==> config.mk <==
export PLATFORM = sky130hd
export DESIGN_NAME = mam_wb_burst_if
export DESIGN_NICKNAME = d
export VERILOG_FILES = /design/src/rtl/mam_wb_pkg.sv /design/src/rtl/mam_wb_rdfifo.sv /design/src/rtl/mam_wb_burst_if.sv
export SDC_FILE = /design/constraint.sdc
export NUM_CORES = 1
export LEC_CHECK = 0
export ABC_AREA = 1
export CORE_MARGIN = 2
export CORE_UTILIZATION = 45
export DETAILED_ROUTE_END_ITERATION = 12
export PLACE_DENSITY = 0.74
export SETUP_SLACK_MARGIN = 0.4
export SYNTH_ARGS = -nofsm -noshare
export SYNTH_HDL_FRONTEND = slang
export SYNTH_HIERARCHICAL = 1
export SYNTH_SLANG_ARGS = --single-unit
==> constraint.sdc <==
create_clock -name clk -period 3.3 [get_ports clk]
set_input_delay 0.99 -clock clk [delete_from_list [all_inputs] [get_ports clk]]
set_output_delay 0.99 -clock clk [all_outputs]
set_load 0.05 [all_outputs]
==> src/rtl/mam_wb_pkg.sv <==
// Shared constants, state encoding and helpers for the MAM-to-Wishbone burst bridge.
package mam_wb_pkg;

    localparam logic [2:0] CTI_CLASSIC = 3'b000;
    localparam logic [2:0] CTI_INCR    = 3'b010;
    localparam logic [2:0] CTI_EOB     = 3'b111;
    localparam logic [1:0] BTE_LINEAR  = 2'b00;

    typedef enum logic [1:0] {
        IDLE  = 2'd0,
        WRITE = 2'd1,
        READ  = 2'd2,
        DRAIN = 2'd3
    } state_e;

    // A single-beat request, or a burst of zero beats, both move exactly one word.
    function automatic logic [13:0] eff_beats(input logic burst, input logic [13:0] beats);
        return (burst && beats != 14'd0) ? beats : 14'd1;
    endfunction

endpackage

==> src/rtl/mam_wb_rdfifo.sv <==
// First-word-fall-through read buffer; exposes its free-entry count so the bus side
// only strobes a read beat when the returning word is guaranteed a slot.
module mam_wb_rdfifo #(
    parameter int WIDTH = 16,
    parameter int DEPTH = 4
) (
    input  logic                     clk,
    input  logic                     rst_n,
    input  logic                     push,
    input  logic [WIDTH-1:0]         push_data,
    input  logic                     pop,
    output logic [WIDTH-1:0]         pop_data,
    output logic                     empty,
    output logic [$clog2(DEPTH):0]   free
);

    localparam int AW = $clog2(DEPTH);
    localparam logic [AW:0] CAP = (AW+1)'(DEPTH);

    logic [WIDTH-1:0] mem [DEPTH];
    logic [AW:0]      wr_ptr;
    logic [AW:0]      rd_ptr;
    logic [AW:0]      used;
    logic             full;
    logic             do_push;
    logic             do_pop;

    // Pointers carry one wrap bit, so their difference is the fill level directly.
    assign used     = wr_ptr - rd_ptr;
    assign empty    = (used == '0);
    assign full     = (used == CAP);
    assign free     = CAP - used;
    assign do_push  = push & ~full;
    assign do_pop   = pop & ~empty;
    assign pop_data = mem[rd_ptr[AW-1:0]];

    always_ff @(posedge clk) begin
        if (!rst_n) begin
            wr_ptr <= '0;
            rd_ptr <= '0;
        end else begin
            if (do_push) wr_ptr <= wr_ptr + 1'b1;
            if (do_pop)  rd_ptr <= rd_ptr + 1'b1;
        end
    end

    always_ff @(posedge clk) begin
        if (do_push) mem[wr_ptr[AW-1:0]] <= push_data;
    end

endmodule

==> src/rtl/mam_wb_burst_if.sv <==
// MAM request/write/read channels to a Wishbone B3 master with classic or incrementing
// bursts, buffered reads, retry/timeout handling and an error pulse.
module mam_wb_burst_if
    import mam_wb_pkg::*;
#(
    parameter int DATA_WIDTH    = 16,
    parameter int ADDR_WIDTH    = 32,
    parameter int BURST_EN      = 1,
    parameter int RD_FIFO_DEPTH = 4,
    parameter int MAX_RETRY     = 3,
    parameter int TIMEOUT       = 256
) (
    input  logic                    clk,
    input  logic                    rst_n,
    // Every channel is valid/ready: a word moves on the rising edge where both are high;
    // valid, once raised, holds with stable payload until ready is seen.
    input  logic                    req_valid,
    output logic                    req_ready,
    input  logic                    req_rw,
    input  logic [ADDR_WIDTH-1:0]   req_addr,
    input  logic                    req_burst,
    input  logic [13:0]             req_beats,
    input  logic                    write_valid,
    input  logic [DATA_WIDTH-1:0]   write_data,
    input  logic [DATA_WIDTH/8-1:0] write_strb,
    output logic                    write_ready,
    output logic                    read_valid,
    output logic [DATA_WIDTH-1:0]   read_data,
    input  logic                    read_ready,
    output logic                    err,
    output logic                    CYC_O,
    output logic                    STB_O,
    output logic                    WE_O,
    output logic [ADDR_WIDTH-1:0]   ADR_O,
    output logic [DATA_WIDTH-1:0]   DAT_O,
    output logic [DATA_WIDTH/8-1:0] SEL_O,
    output logic [2:0]              CTI_O,
    output logic [1:0]              BTE_O,
    input  logic                    ACK_I,
    input  logic                    ERR_I,
    input  logic                    RTY_I,
    input  logic [DATA_WIDTH-1:0]   DAT_I,
    output state_e                  dbg_state
);

    localparam int BYTES = DATA_WIDTH / 8;
    localparam int FW    = $clog2(RD_FIFO_DEPTH);
    localparam int RW    = $clog2(MAX_RETRY + 2);
    localparam int TW    = $clog2(TIMEOUT + 1);

    state_e                state, state_nxt;
    logic [ADDR_WIDTH-1:0] addr_q, addr_nxt;
    logic                  rw_q, rw_nxt;
    logic [13:0]           beats_q, beats_nxt;
    logic [RW-1:0]         retry_q, retry_nxt;
    logic [TW-1:0]         tmo_q, tmo_nxt;
    logic                  err_q, err_nxt;
    logic                  last_beat;
    logic                  fail;

    logic                  fifo_push;
    logic [DATA_WIDTH-1:0] fifo_wdata;
    logic                  fifo_pop;
    logic [DATA_WIDTH-1:0] fifo_rdata;
    logic                  fifo_empty;
    logic [FW:0]           fifo_free;

    mam_wb_rdfifo #(
        .WIDTH (DATA_WIDTH),
        .DEPTH (RD_FIFO_DEPTH)
    ) u_rdfifo (
        .clk       (clk),
        .rst_n     (rst_n),
        .push      (fifo_push),
        .push_data (fifo_wdata),
        .pop       (fifo_pop),
        .pop_data  (fifo_rdata),
        .empty     (fifo_empty),
        .free      (fifo_free)
    );

    assign read_valid = ~fifo_empty;
    assign read_data  = read_valid ? fifo_rdata : '0;
    assign fifo_pop   = read_valid & read_ready;
    assign err        = err_q;
    assign BTE_O      = BTE_LINEAR;
    assign dbg_state  = state;
    assign last_beat  = (beats_q == 14'd1);

    always_ff @(posedge clk) begin
        if (!rst_n) begin
            state   <= IDLE;
            addr_q  <= '0;
            rw_q    <= 1'b0;
            beats_q <= '0;
            retry_q <= '0;
            tmo_q   <= '0;
            err_q   <= 1'b0;
        end else begin
            state   <= state_nxt;
            addr_q  <= addr_nxt;
            rw_q    <= rw_nxt;
            beats_q <= beats_nxt;
            retry_q <= retry_nxt;
            tmo_q   <= tmo_nxt;
            err_q   <= err_nxt;
        end
    end

    always_comb begin
        state_nxt   = state;
        addr_nxt    = addr_q;
        rw_nxt      = rw_q;
        beats_nxt   = beats_q;
        retry_nxt   = retry_q;
        tmo_nxt     = tmo_q;
        err_nxt     = 1'b0;
        fail        = 1'b0;
        req_ready   = 1'b0;
        write_ready = 1'b0;
        fifo_push   = 1'b0;
        fifo_wdata  = '0;
        CYC_O       = 1'b0;
        STB_O       = 1'b0;
        WE_O        = 1'b0;
        ADR_O       = '0;
        DAT_O       = '0;
        SEL_O       = '0;
        CTI_O       = CTI_CLASSIC;

        case (state)
            IDLE: begin
                // Holding off new requests until buffered read words are gone keeps
                // responses of consecutive requests from interleaving.
                req_ready = fifo_empty;
                if (req_valid && fifo_empty) begin
                    addr_nxt  = req_addr;
                    rw_nxt    = req_rw;
                    beats_nxt = eff_beats(req_burst, req_beats);
                    retry_nxt = '0;
                    tmo_nxt   = '0;
                    state_nxt = req_rw ? WRITE : READ;
                end
            end

            WRITE, READ: begin
                CYC_O = 1'b1;
                ADR_O = addr_q;
                if (BURST_EN != 0) CTI_O = last_beat ? CTI_EOB : CTI_INCR;
                if (state == WRITE) begin
                    STB_O = write_valid;
                    WE_O  = write_valid;
                    DAT_O = write_data;
                    SEL_O = write_strb;
                end else begin
                    STB_O = (fifo_free != '0);
                    SEL_O = '1;
                end

                // Response priority ERR > RTY > ACK; responses without STB_O are ignored.
                if (STB_O) begin
                    if (ERR_I) begin
                        fail = 1'b1;
                    end else if (RTY_I) begin
                        tmo_nxt = '0;
                        if (retry_q == RW'(MAX_RETRY)) fail = 1'b1;
                        else                           retry_nxt = retry_q + 1'b1;
                    end else if (ACK_I) begin
                        tmo_nxt     = '0;
                        retry_nxt   = '0;
                        addr_nxt    = addr_q + ADDR_WIDTH'(BYTES);
                        beats_nxt   = beats_q - 14'd1;
                        write_ready = (state == WRITE);
                        fifo_push   = (state == READ);
                        fifo_wdata  = DAT_I;
                        if (last_beat) state_nxt = IDLE;
                    end else if (tmo_q == TW'(TIMEOUT - 1)) begin
                        fail = 1'b1;
                    end else begin
                        tmo_nxt = tmo_q + 1'b1;
                    end
                end else begin
                    tmo_nxt = '0;
                end

                // The failed beat stays in beats_q: its write word is still pending and
                // its read word was never delivered, so DRAIN settles it with the rest.
                if (fail) begin
                    err_nxt   = 1'b1;
                    retry_nxt = '0;
                    tmo_nxt   = '0;
                    state_nxt = DRAIN;
                end
            end

            DRAIN: begin
                if (rw_q) begin
                    write_ready = write_valid;
                    if (write_valid) begin
                        beats_nxt = beats_q - 14'd1;
                        if (last_beat) state_nxt = IDLE;
                    end
                end else begin
                    fifo_push = (fifo_free != '0);
                    if (fifo_push) begin
                        beats_nxt = beats_q - 14'd1;
                        if (last_beat) state_nxt = IDLE;
                    end
                end
            end

            default: state_nxt = IDLE;
        endcase
    end

endmodule
==> flow_summary_export.csv <==
group,metric,value,unit
global_route,antenna_found_initial,0,
finish,multiInputGateArea,4150,sq um
floorplanning,ios,170,
clock_network,clkSlewWorstSetupHoldPaths,0.06,ns
global_route,overflow,0,
status,status,"finished, violations left",
floorplanning,rows,49,
routing,vias_per_cell,4.91,
synth,synthTopCellsByCount,"297 x nand2_1, 228 x nor2_1, 201 x inv_1, 70 x dfxtp_1, 67 x nand3_1",
sta,finalSetupViolations,49,
clock_network,htreeDepth,4,
clock_network,clock_latency,0.42,ns
sta,worst_pin_slew,0.530,ns
placed_design,routabilityCongestion,0.910,
synth,synth_ff_type,"dfxtp_1",
placed_design,hpwl,14400,microns
setup_path,arrival,2.71,ns
sta,max_freq,270,MHz
global_route,grt_max_degree,65,
routing,drt_iter0_drc,536,
setup_path,cpMostUsedCell,"nand2_2",
sta,fin_crit_sh,112,%
synth,synth-seq-cells,134,
floorplanning,start_util,45.8,%
routing,wire_per_inst,13.2,microns
routing,dr.pass1.iters,5,
setup_path,critPathMaxFanout,2,
sta,finalCriticalPeriod,3.70,ns
global_route,grt_pass1_vias,7502,
finish,regArea,3330,sq um
clock_network,cts_buffer_depth,2,
clock_network,cts-root-buf,"clkbuf_16",
global_route,grt_usage,22.1,%
sta,relSlewSlack,64.7,%
setup_path,worstSetupPathType,"flip-flop to output pin",
setup_path,r2r-start,"u_rdfifo/wr_ptr[0]$_SDFFE_PN0P_",
placed_design,portBuffers,167,
synth,synth_area_leader_cell,"edfxtp_1",
floorplanning,core_area,17900,sq um
power_and_ir_drop,finalPower,8.27,mW
synth,yosysTopAreaCellShare,23.4,%
synth,synth-edff-count,64,
floorplanning,die-area,19300,sq um
placed_design,dpl_cell_area,10500,sq um
global_route,grt_first_pass_wirelength,35300,microns
setup_path,critical_path.endpoint_type,"output pin",
sta,timing.hold.ws,0.497,ns
setup_path,required,2.31,ns
synth,netlist_area,8200,sq um
sta,rsz0062_at_grt,"true",
clock_network,cts_hold_buf,0,
setup_path,critPathLaunchType,"flip-flop",
finish,n_fill_cell,1496,
synth,yosysSeqAreaShare,40.5,%
synth,synth_cell_types,45,
routing,remaining_drc_errors,0,
flow_run,drv_cap,0,
finish,syn_to_final_growth,43.0,%
synth,yosysMostFrequentCell,"nand2_1",
setup_path,slowest_delay,0.45,ns
routing,via_count,8081,
status,violations,"setup timing",
floorplanning,fp.dieH,139,microns
synth,ys_top_cells_by_area,"edfxtp_1 23%, dfxtp_1 17%, nand2_1 14%, nor2_1 10%, inv_1 9.2%",
finish,fin_area,11700,sq um
power_and_ir_drop,power_per_cell_area,705,nW/um^2
synth,ys_warn_count,6,
synth,netlist_instances,1202,
finish,finish.utilization,65.5,%
clock_network,cts_sinks,134,
finish,n_antenna_cell,0,
routing,antenna_left,0,
setup_path,setup.worst_path.start,"u_rdfifo/wr_ptr[0]$_SDFFE_PN0P_",
floorplanning,die_width,139,microns
power_and_ir_drop,p_leak,5.26,nW
worst_hold_path,hp-start,"addr_q[3]$_SDFFE_PN0P_",
finish,nets,1514,
sta,drv_slew,0,
setup_path,crit_slowest_cell,"fa_2",
setup_path,crit_path_cell_trace,"inv_2 > ha_4 > fa_2 > ha_4 > ha_4 > inv_2 > inv_2 > nand2_2 > nand2_2 > nand2_2 > nand2_2 > clkinvlp_4 > buf_4 > buf_6 > buf_12",
finish,drive_above_1_share,18.9,%
sta,timing.final.ws_setup,-0.399,ns
sta,fin_worst_skew,0.00786,ns
synth,async_flop_share,0,%
clock_network,cts_tree,"built",
clock_network,cts-buffers-inserted,17,
routing,routed_wl,21600,microns
power_and_ir_drop,peakVddDrop,0.672,mV
sta,hold_viol,0,
synth,syn_area_per_cell,6.82,sq um
worst_hold_path,hold_path_class,"flip-flop to flip-flop",
[per-layer routing]
layer  global-route usage, %  vias to the layer above  wire [microns]
li1                        -                     4160               -
met3                    4.80                       35            1200
met5                       0                        -               0
met4                    6.33                        0             315
met1                    29.3                     3644            9740
met2                    36.5                      242           10400
[stage by stage]
step	cells	TNS, ns	worst slack [ns]
after detailed placement	1580	0	0.00128
after global placement	1580	0	0.0331
after floorplan	1203	-0.197	-0.197
after global routing	1645	-11.18	-0.495
after CTS	1634	-0.697	-0.382
final	1645	-2.71	-0.399
[power by group]
| group | internal [mW] | switching (mW) |
|---|---|---|
| sequential | 2.00 | 0.276 |
| clock | 1.07 | 0.717 |
| combinational | 1.57 | 2.63 |
| total | 4.64 | 3.62 |
[cells in the final DEF, fill, tap and decap left out, types with 18 or more instances in the layout]
master,netlist,layout
clkbuf_16,0,19
o21ai_1,19,21
nor2_2,7,20
nand2_1,297,288
nor3_1,26,26
nor2_4,5,25
buf_6,8,25
a21oi_1,26,24
inv_1,201,190
edfxtp_1,64,64
nor2_1,228,195
dfxtp_1,70,65
clkdlybuf4s50_1,0,92
buf_12,0,36
o211ai_1,18,18
o21ai_0,51,49
buf_4,9,59
nand3_1,67,63
[cell type report]
type                            instances  area share, %
Clock buffer                           20           3.90
Sequential cell                       134           28.4
Timing Repair Buffer                  226           22.2
Clock inverter                         12          0.896
Tap cell                              229           2.44
Multi-Input combinational cell        817           35.4
Inverter                              207           6.78
[sequential cells by signal (all words and copies together), names as in the netlist, named ones only]
name,cells
retry_q,3
beats_q,14
u_rdfifo/wr_ptr,3
u_rdfifo/mem,64
addr_q,32
tmo_q,9
rw_q,1
u_rdfifo/rd_ptr,3
err,1
dbg_state,2
[timing repair]
action	4_1_cts	5_1_grt
setup buffers	19	10
pin swaps	16	13
gates cloned	3	1
resized for setup	52	41
endpoints found under the setup margin	125	212
[kinds of logic (layout without fill, tap and decap cells)]
| group | after synthesis | count (layout) | share of synthesized area [%] |
|---|---|---|---|
| AOI/OAI and AO/OA | 129 | 129 | 9.05 |
| DFF | 134 | 134 | 40.5 |
| other | 1 | 2 | 0.0457 |
| adders and majority gates | 21 | 21 | 3.30 |
| xor gates and xnor gates | 3 | 3 | 0.320 |
| and+or+nand+nor | 662 | 662 | 33.6 |
| buffers and inverters | 252 | 465 | 13.2 |
[worst max-delay path, delay by kind of cell (launching register included)]
family	cells	cell delay, ns
AND/OR/NAND/NOR	4	0.28
flip-flops	1	0.32
adder cells (fa/ha/maj)	4	1.03
buffers and inverters	7	0.65
[final timing paths]
path / end / slack (ns) / cells after the start
setup / recovery: STB_O / -0.40 / 15
hold / removal: addr_q[3]$_SDFFE_PN0P_ / 0.50 / 2
setup reg to reg: u_rdfifo/mem[2][8]$_DFFE_PP_ / -0.09 / 21
hold reg to reg: addr_q[3]$_SDFFE_PN0P_ / 0.50 / 2
(Power assumes the default switching activity.)
